### src/rtl/jtpopeye_objdma.sv
// jtpopeye_objdma: copies the CPU object table into the object buffer
// once per frame, borrowing the CPU bus inside horizontal-blank windows.
module jtpopeye_objdma #(
    parameter logic [9:0] OBJ_BASE = 10'h000,
    parameter logic [8:0] OBJ_LEN  = 9'd160
) (
    input  logic       clk,
    input  logic       rst_n,
    input  logic       pxl_cen,
    input  logic       VB,
    input  logic       HBD_n,
    input  logic       busak_n,
    output logic       busrq_n,
    output logic [9:0] dma_addr,
    input  logic [7:0] dma_din,
    output logic [7:0] obj_addr,
    output logic [7:0] obj_dout,
    output logic       obj_we,
    output logic       DM10,
    output logic       dma_abort
);

    typedef enum logic [1:0] { IDLE, REQ, XFER, REL } state_t;

    state_t     st;
    state_t     st_nx;
    logic       vb_r;
    logic       vb_rise;
    logic       vb_fall;
    logic       done;
    logic       rd_en;
    logic       abort;
    logic       wr_pend;
    logic [8:0] cnt;
    logic [7:0] wr_addr;

    assign vb_rise = VB & ~vb_r;
    assign vb_fall = ~VB & vb_r;
    assign done    = (cnt == OBJ_LEN);

    // Bus request and DM10 decode straight from state, so an async
    // reset drops the request without waiting for a clock edge.
    assign busrq_n = ~((st == REQ) | (st == XFER));
    assign DM10    = (st == XFER);

    // Next-state, read-issue and abort decisions
    always_comb begin
        st_nx = st;
        rd_en = 1'b0;
        abort = 1'b0;
        unique case (st)
            IDLE: begin
                if (vb_rise) st_nx = REQ;
            end
            REQ: begin
                if (vb_fall) begin
                    st_nx = REL;
                    abort = 1'b1;
                end else if (!busak_n) begin
                    st_nx = XFER;
                end
            end
            XFER: begin
                if (done) begin
                    st_nx = REL;
                end else if (vb_fall) begin
                    st_nx = REL;
                    abort = 1'b1;
                end else begin
                    rd_en = ~HBD_n & ~busak_n;
                end
            end
            REL: begin
                st_nx = IDLE;
            end
            default: st_nx = IDLE;
        endcase
    end

    // State register
    always_ff @(posedge clk or negedge rst_n) begin
        if (!rst_n) begin
            st <= IDLE;
        end else if (pxl_cen) begin
            st <= st_nx;
        end
    end

    // Read side: VB history, byte counter and RAM address
    always_ff @(posedge clk or negedge rst_n) begin
        if (!rst_n) begin
            vb_r     <= 1'b0;
            cnt      <= 9'd0;
            dma_addr <= OBJ_BASE;
            wr_pend  <= 1'b0;
            wr_addr  <= 8'd0;
        end else if (pxl_cen) begin
            vb_r    <= VB;
            wr_pend <= rd_en;
            if (st == REQ) cnt <= 9'd0;
            if (rd_en) begin
                cnt      <= cnt + 9'd1;
                dma_addr <= OBJ_BASE + {1'b0, cnt};
                wr_addr  <= cnt[7:0];
            end
        end
    end

    // Write side: one stage behind each read, independent of the FSM
    always_ff @(posedge clk or negedge rst_n) begin
        if (!rst_n) begin
            obj_we    <= 1'b0;
            obj_addr  <= 8'd0;
            obj_dout  <= 8'd0;
            dma_abort <= 1'b0;
        end else if (pxl_cen) begin
            obj_we    <= wr_pend;
            dma_abort <= abort;
            if (wr_pend) begin
                obj_addr <= wr_addr;
                obj_dout <= dma_din;
            end
        end
    end

endmodule

### config.mk
export PLATFORM = sky130hd
export DESIGN_NAME = jtpopeye_objdma
export DESIGN_NICKNAME = d
export VERILOG_FILES = /design/src/rtl/jtpopeye_objdma.sv
export SDC_FILE = /design/constraint.sdc
export NUM_CORES = 1
export LEC_CHECK = 0
export CELL_PAD_IN_SITES_DETAIL_PLACEMENT = 1
export CELL_PAD_IN_SITES_GLOBAL_PLACEMENT = 1
export CORE_MARGIN = 2
export CORE_UTILIZATION = 42
export CTS_CLUSTER_DIAMETER = 40
export DETAILED_ROUTE_END_ITERATION = 16
export GPL_ROUTABILITY_DRIVEN = 0
export GPL_TIMING_DRIVEN = 0
export PLACE_DENSITY = 0.83
export RECOVER_POWER = 50
export SETUP_SLACK_MARGIN = 0.02
export SLEW_MARGIN = 20
export SYNTH_ARGS = -nofsm -noshare
export SYNTH_HDL_FRONTEND = slang
export SYNTH_SLANG_ARGS = --single-unit
### constraint.sdc
create_clock -name clk -period 3.5 [get_ports clk]
set_clock_uncertainty 0.15 [all_clocks]
set_input_delay 0.875 -clock clk [delete_from_list [all_inputs] [get_ports clk]]
set_output_delay 0.875 -clock clk [all_outputs]
set_load 0.02 [all_outputs]
# Word-level counts from Yosys, hierarchy flattened
# Cells that the tools add are included.
[op_classes]
add_sub_neg = 1
mux = 14
eq_ne = 7
n_reduce_logical = 6
bitwise_logic = 9
[ops]
columns = ["op", "count"]
rows = [
  ["$mux 9", 2],
  ["$mux 2", 5],
  ["$add 9x1->9 const B", 1],
  ["$eq 9x8->1 const B", 1],
  ["$pmux 2 s4", 1],
  ["$reduce_and 2->1", 3],
  ["$mux 1", 5],
  ["$not 1->1", 5],
  ["$eq 2x2->1 const B", 2],
  ["$reduce_and 4->1", 1],
  ["$and 1x1->1", 3],
  ["$ne 3x1->1 const B", 1],
  ["$ne 3x3->1 const B", 1],
  ["$eq 2x1->1 const B", 1],
  ["$logic_not 2->1", 1],
  ["$ne 2x2->1 const B", 1],
  ["$pmux 1 s2", 1],
  ["$reduce_bool 2->1", 1],
  ["$or 1x1->1", 1],
]
[totals]
in_bits = 14
register_bits = 48
output_inout_bits = 30

# Logic depth before layout (Yosys ltp)
# Gate-level depths: netlist of run 1.
[depth]
depth_word = 7
mapped_depth = 8
depth_no_buf = 6

# Worst setup path after synthesis of run 1
# No wires, ideal clock.
[synth_path]
kind = "input to register"
start = "input pxl_cen"
end = "register cnt[8]"
setup_time_ps = 142
setup_slack_ps = 1212
arrival_time_ps = 1996
path_buffers = 2
t_required_ps = 3208
stages = 6
path_cell_list = "buf_2 -> nor3b_4 -> inv_2 -> buf_2 -> o21ai_4 -> o221ai_1"
[synth_between]
elab_chain_len = 1
[synth_rtl]
columns = ["item", "line", "rtl"]
rows = [
  ["from (decl)", "9", "input logic pxl_cen,"],
  ["$reduce_and 2->1 (no source line)", "n/a", ""],
  ["to (signal assigned)", "102", "cnt <= cnt + 9'd1;"],
  ["to (decl)", "34", "logic [8:0] cnt;"],
]
# No other way between the ends.
# A chain may end at the register's enable or synchronous reset.

# Final worst setup path of run 1
[layout_path]
start = "register st[0]"
end = "output busrq_n"
[layout_between]
elab_chain_len = 3
elab_cells_between_ends = 4
cone_classes = "eq/ne: 2; bitwise: 2"
[layout_rtl]
columns = ["item", "line", "rtl"]
rows = [
  ["from (decl)", "25", "state_t st;"],
  ["from (signal assigned)", "85", "st <= st_nx;"],
  ["$eq 2x1->1 or $eq 2x2->1 (tied branches)", "43", "assign busrq_n = ~((st == REQ) | (st == XFER));"],
  ["$or 1x1->1 (*)", "43", ""],
  ["$not 1->1 (*)", "43", ""],
  ["to (decl)", "13", "output logic busrq_n,"],
]
# Every way passes the cells marked *; elsewhere a longest branch is shown, timed or not.

==> summary.md, run 1 <==
| Metric | Value |
|---|---|
| Outcome | finished, violations left |
| Violated checks | max-capacitance violations, max-slew violations |
| # rows | 24 |
| Multi-input logic area | approximately 840 µm² |
| Initial antenna violation count | 0 |
| CP bufs+invs | 3 |
| Clock sink count | 40 |
| Pint | ~1.3 mW |
| CP arrival | 1.84 ns |
| Fmax | around 0.35 GHz |
| HP Start | wr_pend |
| Final Max Tran Viols | 32 |
| Distinct cells, synth | 43 |
| Max incr delay on CP | 0.61 ns |
| Compound-Gate Fraction of Synth Area | ~14% |
| Number of CTS-inserted buffers | 5 |
| Area share of xor/xnor cells in the synthesized design | less than 1% |
| Clk buf depth | 2 |
| Worst-margin pin slew | about 1.6 ns |
| RSZ-0062 raised after global routing | no |
| Chip Height | 72.35 µm |
| Post-Syn Instances | between 150 and 200 |
| Vias/cell | approximately 5.5 |
| Via count | between 1000 and 1500 |
| Comb power frac | between 40% and 50% |
| CTS clk-pin slew, worst paths | 0.08 ns |
| EDFF count, synth | 0 |
| Post-Synthesis Cell Area | around 2000 µm² |
| Reg2Reg Depth | 7 |
| First-pass GRT wire length | 8549 µm |
| Max Cap Viol | 1 |
| Yosys reg bits | 40 |
| Worst VDD drop | between 0.3 and 0.4 mV |
| Minimum clock period | 2.865 ns |
| DRT antenna net count | 0 |
| Vias in the first global route | roughly 1600 |
| Leakage | 1.094 nW |
| Worst endpoint required time | 2.47 ns |
| Core box area | ~4400 µm² |
| Ys async rst share | 100.0% |
| Largest net degree at the start of global routing | 32 |
| WHS | between 0.3 and 0.4 ns |
| N_diodes | 0 |
| Initial Util | between 40 and 50% |
| Clock group share of total power | a little under a fifth |
| Root buffer cell | clkbuf_8 |
| Die width | 72.35 µm |
| Worst-Skew Late Latency | around 0.29 ns |
| Die area | roughly 5200 µm² |
| FF+latch area | ~1000 µm² |
| Element type at the critical path end | output pin |
| Hold endpoint | wr_pend |
| Crit path max-delay cell type | clkdlybuf4s50_1 |
| Total iterations of the first detailed-routing run | 4 |
| Initial drt markers | between 100 and 150 |
| Largest family of logic cells by synthesized area | compound AO/OA/AOI/OAI gates |
| Worst min path class | reg -> reg |
| IO Pins | 44 |
| GRT Util Overall | a little over a fifth |
| Max-slew headroom | -9.528% |
| Worst path most repeated cell | inv_1 |
| Grt ovf | 0 |
| Final TNS setup | 0 ns |
| Fill cells | between 400 and 500 |
| Crit path launch type | flip-flop |
| Crit path cell chain | inv_1, ha_1, inv_1, clkdlybuf4s50_1 |
| NumNets Final | around 240 |
| CTS tree | yes |
| Sw Share | between 30 and 40% |
| FF-to-FF Start | cnt[1] |
| CTS H-Tree Depth | 2 |
| WL final | between 4000 and 5000 µm |
| Ratio of cells with drive above 1 in the final layout | a little under a fifth |
| Post-cts sizing count | 0 |
| Syn Area/Cell | around 12 µm² |
| Reg-to-reg slack, setup | between 1 and 1.5 ns |
| WS Path Type | reg -> out |
| Synth Net Count | around 190 |
| Seq pwr share | a little over a third |
| YS warnings | 0 |
| Post-synthesis mux area share | between 10 and 15% |
| HPWL reported at the end of detailed placement | around 3600 µm |
| Reg-to-reg endpoint | wr_addr[4] |
| Avg WL per Cell | between 15 and 20 µm |
| CP top delay family | buffers and inverters |
| Tcrit/Tclk final | around four fifths |
| Final setup viols | 0 |
| Max FO, Critical Path | 6 |
| Hold bufs inserted after CTS | 0 |
| P_sw | 0.7759 mW |
| Final Hold Fails | 0 |
| PwrDens | between 800 and 900 nW/µm² |
| Main synth FF type | dfrtp_1 |
| # Post-CTS Setup Buffers | 0 |
| Adder-cell share of the synthesized area | between 3 and 4% |
| Post-Synth Simple-Gate Area | between 10% and 20% |
| Port Buf Inserts | between 40 and 50 |
| Drt drc | 0 |
| Seq/Total Area, Yosys | between 50% and 60% |
| P&R area growth vs syn | 29.53% |
| WHS Path Cells | 1 |
## worst reg2reg max path: cells and delay by family (launching register included)
| family | cells | cell delay (ns) |
|---|---|---|
| AO/OA/AOI/OAI | 1 | 0.23 |
| flip-flops | 1 | 0.46 |
| buffers and inverters | 2 | 0.29 |
| AND/OR/NAND/NOR | 2 | 0.58 |
| adder cells (fa/ha/maj) | 1 | 0.16 |
| multiplexers | 1 | 0.30 |
## cells by family after synthesis
logic type | after synthesis
other | 1
XOR/XNOR | 1
multiplexers | 20
AND/OR/NAND/NOR | 39
AO/OA/AOI/OAI | 37
buffers and inverters | 22
flip-flops | 40
adder cells (fa/ha/maj) | 6
## how the worst max path moves through the flow
stage,start,end,slack [ns],cells after the start
5_1_grt,rst_n,cnt[4],0.45,2
2_1_floorplan,pxl_cen,cnt[8],1.21,6
3_3_place_gp,rst_n,obj_addr[2],0.44,1
6_report,st[0],busrq_n,0.63,4
4_1_cts,st[0],busrq_n,0.63,4
3_5_place_dp,busak_n,cnt[8],0.56,6
## cell usage in the layout, fill, tap and decap left out, types with 6 or more instances in the layout
cell / instances
nand3_1: 8
o21ai_0: 10
mux2_2: 17
clkdlybuf4s50_1: 39
dfrtp_1: 40
o21ai_1: 10
nand2_1: 8
ha_1: 6
inv_1: 14
## per-layer routing
layer,GRT usage (%),wire [µm],up-vias
li1,-,-,691
met1,26.40,2028,734
met2,37.41,2694,34
met3,4.167,181,5
met4,7.966,34,0
met5,0,0,-
## state kept, by name, summed over array words and instances (netlist names)
register	flops
cnt	9
obj_addr	8
obj_dout	8
wr_addr	7
dma_addr	2
st	2
dma_abort	1
obj_we	1
vb_r	1
wr_pend	1
## synthesized netlist by cell type, types with 2 or more instances
cell	instances	area share [%]
dfrtp_1	40	51
mux2_2	17	9.8
inv_1	14	2.7
o21ai_0	10	2.6
o21ai_1	10	2.6
nand2_1	8	1.5
nand3_1	8	2.0
ha_1	6	3.8
nand4_1	5	1.6
nand2b_1	4	1.3
o221ai_1	4	1.8
nor3_1	3	0.77
a21oi_1	2	0.51
buf_2	2	0.51
buf_4	2	0.77
mux2i_1	2	1.0
nor2_1	2	0.38
o221ai_2	2	1.5
## metrics by stage
stage	setup WS (ns)	std cells	utilization, %	area, µm²	power [mW]
2_1_floorplan	1.212	166	-	1962	1.260
6_report	0.6346	268	57.57	2541	2.050
3_5_place_dp	0.5613	260	55.56	2452	1.684
3_3_place_gp	0.4417	259	55.22	2437	1.626
5_1_grt	0.4476	268	57.57	2541	2.176
4_1_cts	0.6272	268	57.99	2560	2.075
## area by class of cell
class	instances	area share (%)
flip-flops and latches	40	39.39
multi-input cells	104	33.23
repair buffers	42	16.05
clock buffers	6	2.856
well taps	52	2.560
plain buffers	7	2.314
inverters	15	2.216
clock inverters	2	1.379
## power groups by stage
stage               combinational [mW]  clock, mW  sequential (mW)
floorplan                        0.403          0            0.857
global placement                 0.907          0            0.719
detailed placement               0.944          0            0.740
CTS                              0.962      0.380            0.732
global route                      1.02      0.404            0.756
finish                           0.948      0.371            0.730
Note: power is estimated with default switching activity, not from simulation.
==> run 2, diff against run 1 <==
- CORE_UTILIZATION: 42 -> 39
- PLACE_DENSITY: 0.83 -> 0.78
- clock period: 3.5 -> 2.85 ns (I/O delays scaled with it)
==> run 2 against run 1 <==
  * The run now ends clean
  * Cell area grew 1.2%
  * Core utilization fell by 3.8 points
  * Flip-flop and latch count is the same
  * Critical endpoint unchanged
  * Largest cell class unchanged
==> summary.md, run 2 (synthesis results as in run 1) <==
| Metric | Value |
|---|---|
| Worst-Skew Late Latency | 0.29 ns (about the same) |
| Avg WL per Cell | 16.83 µm (was 18.43 µm) |
| # rows | 25 (was 24) |
| PwrDens | 979.1 nW/µm² (was 806.7 nW/µm²) |
| DR top layer | met4 (unchanged) |
| Largest registers | cnt (9), obj_addr (8), obj_dout (8) (unchanged) |
| Vias in the first global route | 1592 (was 1629) |
| Vias/cell | 5.166 (was 5.463) |
| Leakage | 1.105 nW (was 1.094 nW) |
| CTS H-Tree Depth | 2 (unchanged) |
| HPWL reported at the end of detailed placement | 3717 µm (was 3594 µm) |
| Total iterations of the first detailed-routing run | 4 (unchanged) |
| DRT antenna net count | 0 (unchanged) |
| Post-cts sizing count | 0 (unchanged) |
| Clock group share of total power | 18.1% (about the same) |
| Max incr delay on CP | 0.64 ns (was 0.61 ns) |
| Hold bufs inserted after CTS | 0 (unchanged) |
| Core box area | 4786 µm² (was 4414 µm²) |
| Total power | 2.519 mW (was 2.050 mW) |
| Worst VDD drop | 0.3076 mV (was 0.3698 mV) |
| Non-Filler Instances | 283 (was 268) |
| Post-route cell area | 2572 µm² (was 2541 µm²) |
| Grt ovf | 0 (unchanged) |
| Commonest non-fill, non-tap cells in the layout | 40 x dfrtp_1, 39 x clkdlybuf4s50_1, 17 x mux2_2 (unchanged) |
| Worst-margin pin slew | 1.383 ns (was 1.643 ns) |
| Max FO, Critical Path | 6 (unchanged) |
| Commonest non-fill, non-tap cell in the layout | dfrtp_1 (unchanged) |
| Fmax | 0.3661 GHz |
| Max reg flops | 9 (unchanged) |
| First-pass GRT wire length | 7852 µm (was 8549 µm) |
| WL final | 4762 µm (was 4938 µm) |
| Final worst slack | 0.1186 ns (was 0.6346 ns) |
| WHS | 0.2174 ns (was 0.3442 ns) |
| Crit path launch type | flip-flop (unchanged) |
| Pre-CTS WS | 0.07271 ns (was 0.5613 ns) |
| P&R area growth vs syn | 31.12% (was 29.53%) |
| Initial drt markers | 82 (was 102) |
| Seq pwr share | 35.5% (was 35.6%) |
| Outcome | completed (was finished, violations left) |
| Clk buf depth | 2 (unchanged) |
| Placed cells | 275 (was 260) |
| Final Max Tran Viols | 0 (was 32) |
| Worst endpoint required time | 1.99 ns (was 2.47 ns) |
| Worst min path class | in -> async (was reg -> reg) |
| Max Cap Viol | 0 (was 1) |
| Initial Util | 40.99% (was 44.44%) |
| Met3 Routed Length | 196 µm (was 181 µm) |
| Element type at the critical path end | output pin (unchanged) |
| N_diodes | 0 (unchanged) |
| Chip Height | 74.93 µm (was 72.35 µm) |
| CTS tree | yes (unchanged) |
| NumNets Final | 235 (unchanged) |
| Reg with most FFs | cnt (unchanged) |
| IO Pins | 44 (unchanged) |
| Via count | 1462 (was 1464) |
| Final Hold Fails | 0 (unchanged) |
| GRT Util Overall | 18.89% (was 21.51%) |
| Pint | 1.564 mW (was 1.274 mW) |
| Crit path max-delay cell type | clkdlybuf4s50_1 (unchanged) |
| P_sw | 0.9547 mW (was 0.7759 mW) |
| Port Buf Inserts | 41 (unchanged) |
| Routed met2 length | 2631 µm (was 2694 µm) |
| Reg2Reg Depth | 7 (unchanged) |
| Comb power frac | 46.3% (about the same) |
| Drt drc | 0 (unchanged) |
| Die area | 5614 µm² (was 5234 µm²) |
| Minimum clock period | 2.731 ns |
| Tcrit/Tclk final | between 90 and 100% |
| Clock sink count | 40 (unchanged) |
| Ratio of cells with drive above 1 in the final layout | 19.44% (was 18.98%) |
| Post-DP Area | 2471 µm² (was 2452 µm²) |
| RSZ-0062 raised after global routing | no (unchanged) |
| Max-slew headroom | 7.811% (was -9.528%) |
| Sw Share | 37.91% (was 37.85%) |
| Crit path cell chain | inv_1, ha_1, inv_1, clkdlybuf4s50_1 (unchanged) |
| Die width | 74.93 µm (was 72.35 µm) |
| Worst path most repeated cell | inv_1 (unchanged) |
| Largest net degree at the start of global routing | 33 (was 32) |
| # Post-CTS Setup Buffers | 0 (unchanged) |
| WS Path Type | reg -> out (unchanged) |
| Number of CTS-inserted buffers | 5 (unchanged) |
| WL met1 | 1880 µm (was 2028 µm) |
| Final setup viols | 0 (unchanged) |
| Initial antenna violation count | 0 (unchanged) |
| CTS clk-pin slew, worst paths | 0.08 ns (about the same) |
| CP arrival | 1.87 ns (was 1.84 ns) |
| Root buffer cell | clkbuf_8 (unchanged) |
[run 2: cell type report]
cell class,instances,area [µm²]
Fill cell,536,2213
Sequential cell,40,1001
Multi-Input combinational cell,104,844.6
Timing Repair Buffer,42,416.7
Tap cell,67,83.83
Clock buffer,5,68.82
Buffer,7,58.81
Inverter,15,56.30
Clock inverter,3,42.54
[run 2: through the flow]
| stage | utilization [%] | TNS [ns] |
|---|---|---|
| floorplan | - | 0 |
| global placement | 51.32 | -0.9442 |
| detailed placement | 51.63 | 0 |
| CTS | 53.96 | 0 |
| global route | 53.75 | 0 |
| finish | 53.75 | 0 |
[run 2: path summary, 6_finish.rpt]
| kind | slack [ns] | from | end |
|---|---|---|---|
| max in group asynchronous | 0.56 | rst_n | cnt[0] |
| hold reg to reg | 0.36 | dma_abort | dma_abort |
| hold / removal | 0.22 | rst_n | wr_pend |
| setup / recovery | 0.12 | st[0] | busrq_n |
| setup reg to reg | 0.56 | cnt[0] | wr_addr[4] |
| min in group clk | 0.36 | dma_abort | dma_abort |
[run 2: per-layer routing]
layer | vias to the layer above | global-route usage [%]
li1 | 693 | -
met1 | 728 | 21.56
met2 | 35 | 35.48
met3 | 6 | 4.150
met4 | 0 | 4.762
met5 | - | 0
[run 2: power groups by stage]
stage                     logic [mW]  clock network [mW]  registers [mW]
after floorplan                0.495                   0            1.05
after global placement          1.11                   0           0.882
after detailed placement        1.17                   0           0.908
after CTS                       1.18               0.473           0.896
after global routing            1.25               0.497           0.921
final                           1.17               0.457           0.895
[run 2: critical path: cells and delay by family, from the launching register on]
family,cells,cell delay (ns)
buf+inv,3,0.91
flops,1,0.40
fa+ha+maj,1,0.26
==> run 3, diff against run 2 <==
- SLEW_MARGIN: 20 -> default
==> run 3 against run 2 <==
  * The flow now finishes with violations (max-capacitance violations, max-slew violations)
  * Die area unchanged
  * Final cell count fell by 0.35%
  * Cell area is 0.49% lower
  * Flip-flop and latch count unchanged
  * Setup slack better by 0.0016 ns
  * Combinational power about the same
  * Sequential share of layout area increased by 0.19 points
  * Clock power about the same
  * Routed wire length is 2.3% lower
  * Largest power group unchanged
==> summary.md, run 3 (synthesis results as in run 1) <==
| Metric | Value |
|---|---|
| Max reg flops | 9 (unchanged) |
| Non-Filler Instances | 282 (was 283) |
| DRT antenna net count | 0 (unchanged) |
| Core box area | 4786 µm² (unchanged) |
| Final Hold Fails | 0 (unchanged) |
| Port Buf Inserts | 41 (unchanged) |
| First-pass GRT wire length | 7672 µm (was 7852 µm) |
| Placed cells | 274 (was 275) |
| Post-cts sizing count | 0 (unchanged) |
| Seq pwr share | 35.4% (was 35.5%) |
| PwrDens | 983.8 nW/µm² (was 979.1 nW/µm²) |
| Worst min path class | reg -> reg (was in -> async) |
| Reg-to-reg slack, setup | 0.56 ns (about the same) |
| Vias/cell | 5.255 (was 5.166) |
| Commonest non-fill, non-tap cells in the layout | 40 x dfrtp_1, 39 x clkdlybuf4s50_1, 17 x mux2_2 (unchanged) |
| Routed met2 length | 2483 µm (was 2631 µm) |
| Die area | 5614 µm² (unchanged) |
| Pint | 1.563 mW (was 1.564 mW) |
| Hold endpoint | obj_dout[2] |
| Final worst slack | 0.1202 ns (was 0.1186 ns) |
| GRT Util Overall | 18.32% (was 18.89%) |
| Reg2Reg Depth | 7 (unchanged) |
| Fill cells | 532 (was 536) |
| P&R area growth vs syn | 30.48% (was 31.12%) |
| Worst endpoint required time | 1.99 ns (about the same) |
| Avg WL per Cell | 16.50 µm (was 16.83 µm) |
| Sw Share | 37.93% (was 37.91%) |
| WS Path Type | reg -> out (unchanged) |
| Total power | 2.518 mW (was 2.519 mW) |
| Crit path launch type | flip-flop (unchanged) |
| Tcrit/Tclk final | 95.78% (was 95.84%) |
| IO Pins | 44 (unchanged) |
| Clock group share of total power | 18.2% (was 18.1%) |
| Die width | 74.93 µm (unchanged) |
| Largest registers | cnt (9), obj_addr (8), obj_dout (8) (unchanged) |
| Final setup viols | 0 (unchanged) |
| Final Max Tran Viols | 41 (was 0) |
| Max FO, Critical Path | 6 (unchanged) |
| Fmax | 0.3663 GHz (was 0.3661 GHz) |
| Drt drc | 0 (unchanged) |
| FF-to-FF Start | cnt[0] (unchanged) |
| CTS H-Tree Depth | 2 (unchanged) |
| Grt ovf | 0 (unchanged) |
| Initial drt markers | 64 (was 82) |
| Max Cap Viol | 1 (was 0) |
| Comb power frac | 46.4% (was 46.3%) |
| WHS Path Cells | 1 |
| Vias in the first global route | 1574 (was 1592) |
| Via count | 1482 (was 1462) |
| # Post-CTS Setup Buffers | 0 (unchanged) |
| Max-slew headroom | -36.99% (was 7.811%) |
| Pre-CTS WS | 0.08366 ns (was 0.07271 ns) |
| CTS tree | yes (unchanged) |
| Worst VDD drop | 0.3145 mV (was 0.3076 mV) |
| HPWL reported at the end of detailed placement | 3575 µm (was 3717 µm) |
| Leakage | 1.092 nW (was 1.105 nW) |
| Worst-margin pin slew | 2.055 ns (was 1.383 ns) |
| P_sw | 0.9552 mW (was 0.9547 mW) |
| DR top layer | met4 (unchanged) |
| Clk buf depth | 2 (unchanged) |
| # rows | 25 (unchanged) |
| Largest net degree at the start of global routing | 41 (was 33) |
| Chip Height | 74.93 µm (unchanged) |
| Met3 Routed Length | 217 µm (was 196 µm) |
| HP Start | obj_dout[2] |
| CTS clk-pin slew, worst paths | 0.08 ns (about the same) |
| Post-DP Area | 2451 µm² (was 2471 µm²) |
| Violated checks | max-capacitance violations, max-slew violations |
| Reg with most FFs | cnt (unchanged) |
| Clock sink count | 40 (unchanged) |
| Core Util, Final | 53.49% (was 53.75%) |
| Reg-to-reg endpoint | wr_addr[4] (unchanged) |
| Final TNS setup | 0 ns (unchanged) |
| RSZ-0062 raised after global routing | no (unchanged) |
| Total iterations of the first detailed-routing run | 4 (unchanged) |
| Root buffer cell | clkbuf_8 (unchanged) |
| Ratio of cells with drive above 1 in the final layout | 19.53% (was 19.44%) |
| Commonest non-fill, non-tap cell in the layout | dfrtp_1 (unchanged) |
| Initial antenna violation count | 0 (unchanged) |
| Post-route cell area | 2560 µm² (was 2572 µm²) |
| Minimum clock period | 2.730 ns (was 2.731 ns) |
| Element type at the critical path end | output pin (unchanged) |
| WHS | 0.3593 ns (was 0.2174 ns) |
| WL met1 | 1862 µm (was 1880 µm) |
| N_diodes | 0 (unchanged) |
| Initial Util | 40.99% (unchanged) |
| Number of CTS-inserted buffers | 5 (unchanged) |
| Outcome | finished, violations left (was completed) |
| CP arrival | 1.87 ns (about the same) |
| NumNets Final | 234 (was 235) |
| Hold bufs inserted after CTS | 0 (unchanged) |
| WL final | 4654 µm (was 4762 µm) |
| Worst-Skew Late Latency | 0.29 ns (about the same) |
==> run 3: cell types whose count changed in the layout (fill, tap and decap cells not counted), sizes merged <==
cell / before / now
dlymetal6s4s: 1 / 0
==> run 3: cell type report <==
cell class / count / area (µm²) / area share [%]
tap: 67 / 83.83 / 3.275
timing repair buffer: 41 / 404.1 / 15.79
sequential: 40 / 1001 / 39.10
inverter: 15 / 56.30 / 2.199
clock inverter: 3 / 42.54 / 1.662
buffer: 7 / 58.81 / 2.297
multi-input combinational: 104 / 844.6 / 32.99
clock buffer: 5 / 68.82 / 2.688
==> run 3: layer usage <==
metal  vias to the layer above  global-route usage [%]
met1                       733                   21.02
met4                         0                   6.548
met3                        11                   3.614
met2                        45                   33.63
li1                        693                       -
met5                         -                       0
==> run 3: power groups by stage <==
stage	sequential (mW)	combinational, mW	clock [mW]
after floorplan	1.05	0.495	0
after global placement	0.882	1.11	0
after detailed placement	0.906	1.17	0
after CTS	0.894	1.18	0.471
after global routing	0.919	1.25	0.495
final	0.893	1.17	0.458
==> run 3: critical path: stages, from the launching register on <==
cell and delay [ns]:
dfrtp_1 0.40, inv_1 0.16, ha_1 0.26, inv_1 0.11
clkdlybuf4s50_1 0.64
==> run 3: worst max path at each step <==
stage                     startpoint  endpoint  slack [ns]  depth (start not counted)
after floorplan              pxl_cen    cnt[8]        0.72                          6
after global placement         rst_n    cnt[7]       -0.03                          1
after detailed placement     busak_n    cnt[8]        0.08                          6
after CTS                      st[0]   busrq_n        0.12                          4
after global routing           st[0]   busrq_n        0.06                          4
final                          st[0]   busrq_n        0.12                          4
==> patch 1: new RTL, config.mk and constraints of run 2 <==
The 4 states of `state_t` get a one-hot encoding in 4 bits.
--- a/src/rtl/jtpopeye_objdma.sv
+++ b/src/rtl/jtpopeye_objdma.sv
@@ -21,5 +21,5 @@
 );
 
-    typedef enum logic [1:0] { IDLE, REQ, XFER, REL } state_t;
+    typedef enum logic [3:0] { IDLE = 4'b0001, REQ = 4'b0010, XFER = 4'b0100, REL = 4'b1000 } state_t;
 
     state_t     st;
Check against the original RTL: no difference found for any inputs over 10 cycles, from zero or initial values and one cycle with rst_n low; not proved beyond that.
==> patch 1 against run 2 <==
  * Worst hold slack improved by 0.10 ns
  * Design area down 1.6%
  * Register-to-register slack better by 0.07 ns
  * First-iteration DRC count rose by 11%
  * Sequential share of layout area grew 2.7 points
  * Critical path type unchanged
  * Area after synthesis decreased by 3.5%
  * Sequential cell count rose by 2
  * Wire length decreased by 8.8%
  * Setup slack better by 0.058 ns
Power is not compared: it rests on default switching activity, and its combinational part moved more than twofold at a synthesized area within 25%.
==> patch 1: results (changes against run 2) <==
Placed design
The detailed placer's ending HPWL is 3.09 mm (-17%). The number of input and output port buffers inserted is 42 (+2.4%). The placed instance area is 0.00240 mm² (-3.0%). The number of cells in the design after placement is 245 (-11%). The worst setup slack after placement is -0.0419 ns (-0.115 ns).

Power
The share of total power in sequential cells is 0.464. Power spread over the standard cell area amounts to 591 mW/mm². The fraction of power consumed by combinational cells is 0.158. The fraction of power spent switching nets is 0.255.

Across the VDD grid, the largest voltage drop is 0.207 mV.

Timing
The max-slew headroom at the worst pin is 0.211 (+0.133). The minimum clock period is 2.67 ns (-0.0584 ns).

Synthesis
After synthesis, the cell types taking the most area are dfrtp_1 54%, mux2_2 15%, o21ai_0 2.6%. Sorting the synthesized cells by how often they occur yields 41 x dfrtp_1, 26 x mux2_2, 10 x o21ai_0. The number of distinct standard cells referenced by the synthesized netlist is 37 (-14%). The post-synthesis area per instance is 12.8 µm² (+8.2%). The count of yosys warnings during synthesis is 0 (unchanged).

The number of nets produced by synthesis came to 164 (-12%). The proportion of synthesized chip area in sequential cells is 0.556 (+0.0456).

Critical path
The launch point of the worst path is st[2]. Broken down by cell family, the worst path's largest delay share belongs to buffers and inverters. The start of the worst register-to-register path is cnt[3].

The destination of the worst register-to-register timing path is st[1]. The largest incremental delay on the critical path is 0.55 ns (-0.09 ns). The logic depth of the worst register-to-register path is 4 (-3). The arrival time of the worst setup path is 1.81 ns (-0.06 ns). The endpoint of the worst setup timing path is busrq_n. The maximum fanout count along the critical path is 7 (+1). The register-to-register path setup slack is 0.63 ns (+0.07 ns).

Clock tree
The clock reaches the later pin of the worst-skew pair after approximately 0.30 ns. The clock buffer count from CTS is 5 (unchanged). The worst-case clock buffer depth came to 2 (unchanged).

The quantity of gates resized following cts is 1 (+1). The number of H-tree levels was 2 (unchanged).

Layout
The area used by sequential logic in the layout is 0.00105 mm² (+5.1%). The number of filler cells placed in the layout is 499 (-6.9%). The share of final-layout standard cells stronger than drive strength 1 is 0.220 (+0.0256). The net count of the finished layout is 215 (-8.5%). The number of diodes was 0 (unchanged).

GRT
The wire length of the first global-routing pass came to 7.27 mm (-7.5%). The via count of the first global-routing pass came to 1,477 (-7.2%). The aggregate global-route resource usage is 0.177 (-0.0116).

The pin count of the biggest net entering global routing came to 28 (-15%).

Drt
The detailed-route wire length is 4.35 mm (-8.8%). The initial detailed-routing violation count is 91 (+11%). The routed wirelength normalized by instance count came to 17.1 µm (+1.7%). The total number of vias is 1,365 (-6.6%). The detailed-router iteration count before antenna repair is 4 (unchanged).

Outcome
The flow ran to the end, and the final reports show no timing, DRC or antenna violations.
## patch 1: cell types whose count changed after synthesis, moves of 3 or more
cell,delta
o221ai_1,-4
inv_1,-8
nand4_1,-5
mux2_2,+9
nor3b_1,+3
nor2b_1,+3
ha_1,-4
o21ai_1,-10
## patch 1: area by class of cell
| type | count | share of cell area |
|---|---|---|
| clock inverters | 3 | 0.0272 |
| flip-flops and latches | 42 | 0.416 |
| clock buffers | 5 | 0.0272 |
| plain buffers | 6 | 0.0138 |
| well taps | 54 | 0.0267 |
| repair buffers | 44 | 0.172 |
| inverters | 6 | 0.00890 |
| multi-input cells | 94 | 0.309 |
## patch 1: how the worst min path moves through the flow
| stage | cells past startpoint | from | slack (ns) | to |
|---|---|---|---|---|
| after floorplan | 0 | rst_n | 0.27 | cnt[0] |
| after global placement | 1 | obj_addr[4] | 0.34 | obj_addr[4] |
| after detailed placement | 1 | obj_dout[1] | 0.34 | obj_dout[1] |
| after CTS | 1 | rst_n | 0.18 | obj_addr[6] |
| after global routing | 1 | obj_dout[3] | 0.36 | obj_dout[3] |
| final | 1 | rst_n | 0.32 | wr_addr[6] |
## patch 1: cells by family (layout without fill, tap and decap cells)
group | after synthesis | in the layout | share of synthesized area
AOI/OAI and AO/OA | 25 | 25 | 0.104
xor gates and xnor gates | 2 | 2 | 0.00925
adders and majority gates | 2 | 2 | 0.0132
buffers and inverters | 12 | 64 | 0.0304
DFF | 42 | 42 | 0.556
muxes | 26 | 26 | 0.155
other | 1 | 1 | 0.00198
and+or+nand+nor | 38 | 38 | 0.130
## patch 1: routing by layer
layer | vias to the layer above | wire length [µm] | GRT usage
met3 | 6 | 152 | 0.0357
met4 | 0 | 73 | 0.0707
met1 | 683 | 1870 | 0.222
met2 | 37 | 2250 | 0.300
li1 | 639 | - | -
met5 | - | 0 | 0
==> patch 2: new RTL, config.mk and constraints of run 2 <==
Made on the original files. Change the parameter `OBJ_LEN` from 9'd160 to 9'd80.
--- a/src/rtl/jtpopeye_objdma.sv
+++ b/src/rtl/jtpopeye_objdma.sv
@@ -3,5 +3,5 @@
 module jtpopeye_objdma #(
     parameter logic [9:0] OBJ_BASE = 10'h000,
-    parameter logic [8:0] OBJ_LEN  = 9'd160
+    parameter logic [8:0] OBJ_LEN  = 9'd80
 ) (
     input  logic       clk,
Function: same outputs for any inputs over 10 cycles, from zero or initial values and one cycle with rst_n low; that may be too few to reach the edited logic, so the function may still have changed.
==> patch 2 against run 2 <==
  * Area after synthesis down 2.4%
  * Wire length fell by 0.88%
  * Total power down 7.8%
  * Critical path depth shrank 1
  * Fmax up 0.11%
  * Count of clock-buffer cells in the layout unchanged
  * Global-route usage down 0.43 points
  * Setup slack gained 0.0031 ns
  * Non-clock buffer count decreased by 1
  * Sequential cell count unchanged
  * Die area down 2.3%
  * Design area decreased by 1.6%
==> patch 2: results (changes against run 2) <==
Synthesis
The proportion of synthesized chip area in sequential cells was 0.523 (+0.0127). The post-synthesis area per instance is 11.5 µm² (-2.4%). Ranked by instance count, the synthesized netlist is headed by 40 x dfrtp_1, 17 x mux2_2, 12 x inv_1, 12 x o21ai_1, 11 x o21ai_0.

The number of distinct standard cells referenced by the synthesized netlist is 42 (-2.3%). Ranked by total cell area, the synthesized netlist is headed by dfrtp_1 52%, mux2_2 10%, ha_1 3.9%.

Drt
The routed wirelength normalized by instance count is 16.6 µm (-1.2%). The total number of vias came to 1,498 (+2.5%). The detailed-route wire length is 4.72 mm (-0.88%). The initial detailed-routing violation count is 62 (-24%).

Placed design
The detailed placer's ending HPWL is 3.54 mm (-4.8%). The number of cells in the design after placement is 276 (+0.36%). The worst setup slack after placement came to 0.0400 ns (-0.0327 ns). The placed instance area is 0.00243 mm² (-1.5%). The number of input and output port buffers inserted came to 42 (+2.4%).

Power
The leakage dissipation is 1.08 nW (-2.0%). The maximum resistive drop on vdd came to 0.288 mV (-6.5%).

Outcome
The flow ran to the end, and the final reports show no timing, DRC or antenna violations.

Clock tree
The clock buffer count from CTS is 5 (unchanged). The quantity of gates resized following cts came to 0 (unchanged).

GRT
The via count of the first global-routing pass is 1,581 (-0.69%). The wire length of the first global-routing pass was 7.68 mm (-2.2%). The aggregate global-route resource usage was 0.185 (-0.00434).

Layout
The net count of the finished layout is 236 (+0.43%).

Timing
The max-slew headroom at the worst pin is 0.0340 (-0.0441).

Critical path
The maximum fanout count along the critical path is 6 (unchanged).
## patch 2: path summary, 6_finish.rpt
path                              from     endpoint  slack (ns)  cells after the start
max in group asynchronous        rst_n       cnt[4]        0.53                      2
min in group clk           obj_dout[1]  obj_dout[1]        0.35                      1
min reg2reg                obj_dout[1]  obj_dout[1]        0.35                      1
min                              rst_n  obj_dout[3]        0.20                      1
max reg2reg                     cnt[0]        st[1]        0.56                      7
max                              st[0]         DM10        0.12                      3
## patch 2: cells by family (layout without fill, tap and decap cells)
logic type | Yosys count | count (layout) | share of synthesized area
flip-flops | 40 | 40 | 0.523
AND/OR/NAND/NOR | 40 | 40 | 0.118
AO/OA/AOI/OAI | 39 | 39 | 0.148
multiplexers | 20 | 20 | 0.117
buffers and inverters | 18 | 69 | 0.0431
adder cells (fa/ha/maj) | 6 | 6 | 0.0392
XOR/XNOR | 2 | 2 | 0.00915
other | 1 | 1 | 0.00196
## patch 2: final cells by class
class                   instances  area, µm²
clock buffers                   5       68.8
repair buffers                 43        427
clock inverters                 3       42.5
well taps                      67       83.8
inverters                      13       48.8
multi-input cells             108        827
flip-flops and latches         40       1000
plain buffers                   5       33.8
fillers                       490       2190
## patch 2: per-layer routing
metal | up-vias | track usage | share of wire
met3 | 7 | 0.0352 | 0.050
met4 | 0 | 0.0626 | 0.015
met5 | - | 0 | 0
li1 | 696 | - | -
met1 | 756 | 0.226 | 0.42
met2 | 39 | 0.325 | 0.52
## patch 2: power by group
part / total, mW / internal, mW / switching (mW)
Clock: 0.468 / 0.259 / 0.209
Sequential: 0.835 / 0.728 / 0.108
Combinational: 1.02 / 0.470 / 0.550
Total: 2.32 / 1.46 / 0.866
## patch 2: worst max-delay path: stages (launching register included)
cell and delay, ns:
dfrtp_1 0.41, inv_1 0.16, ha_1 0.34, clkdlybuf4s50_1 0.66
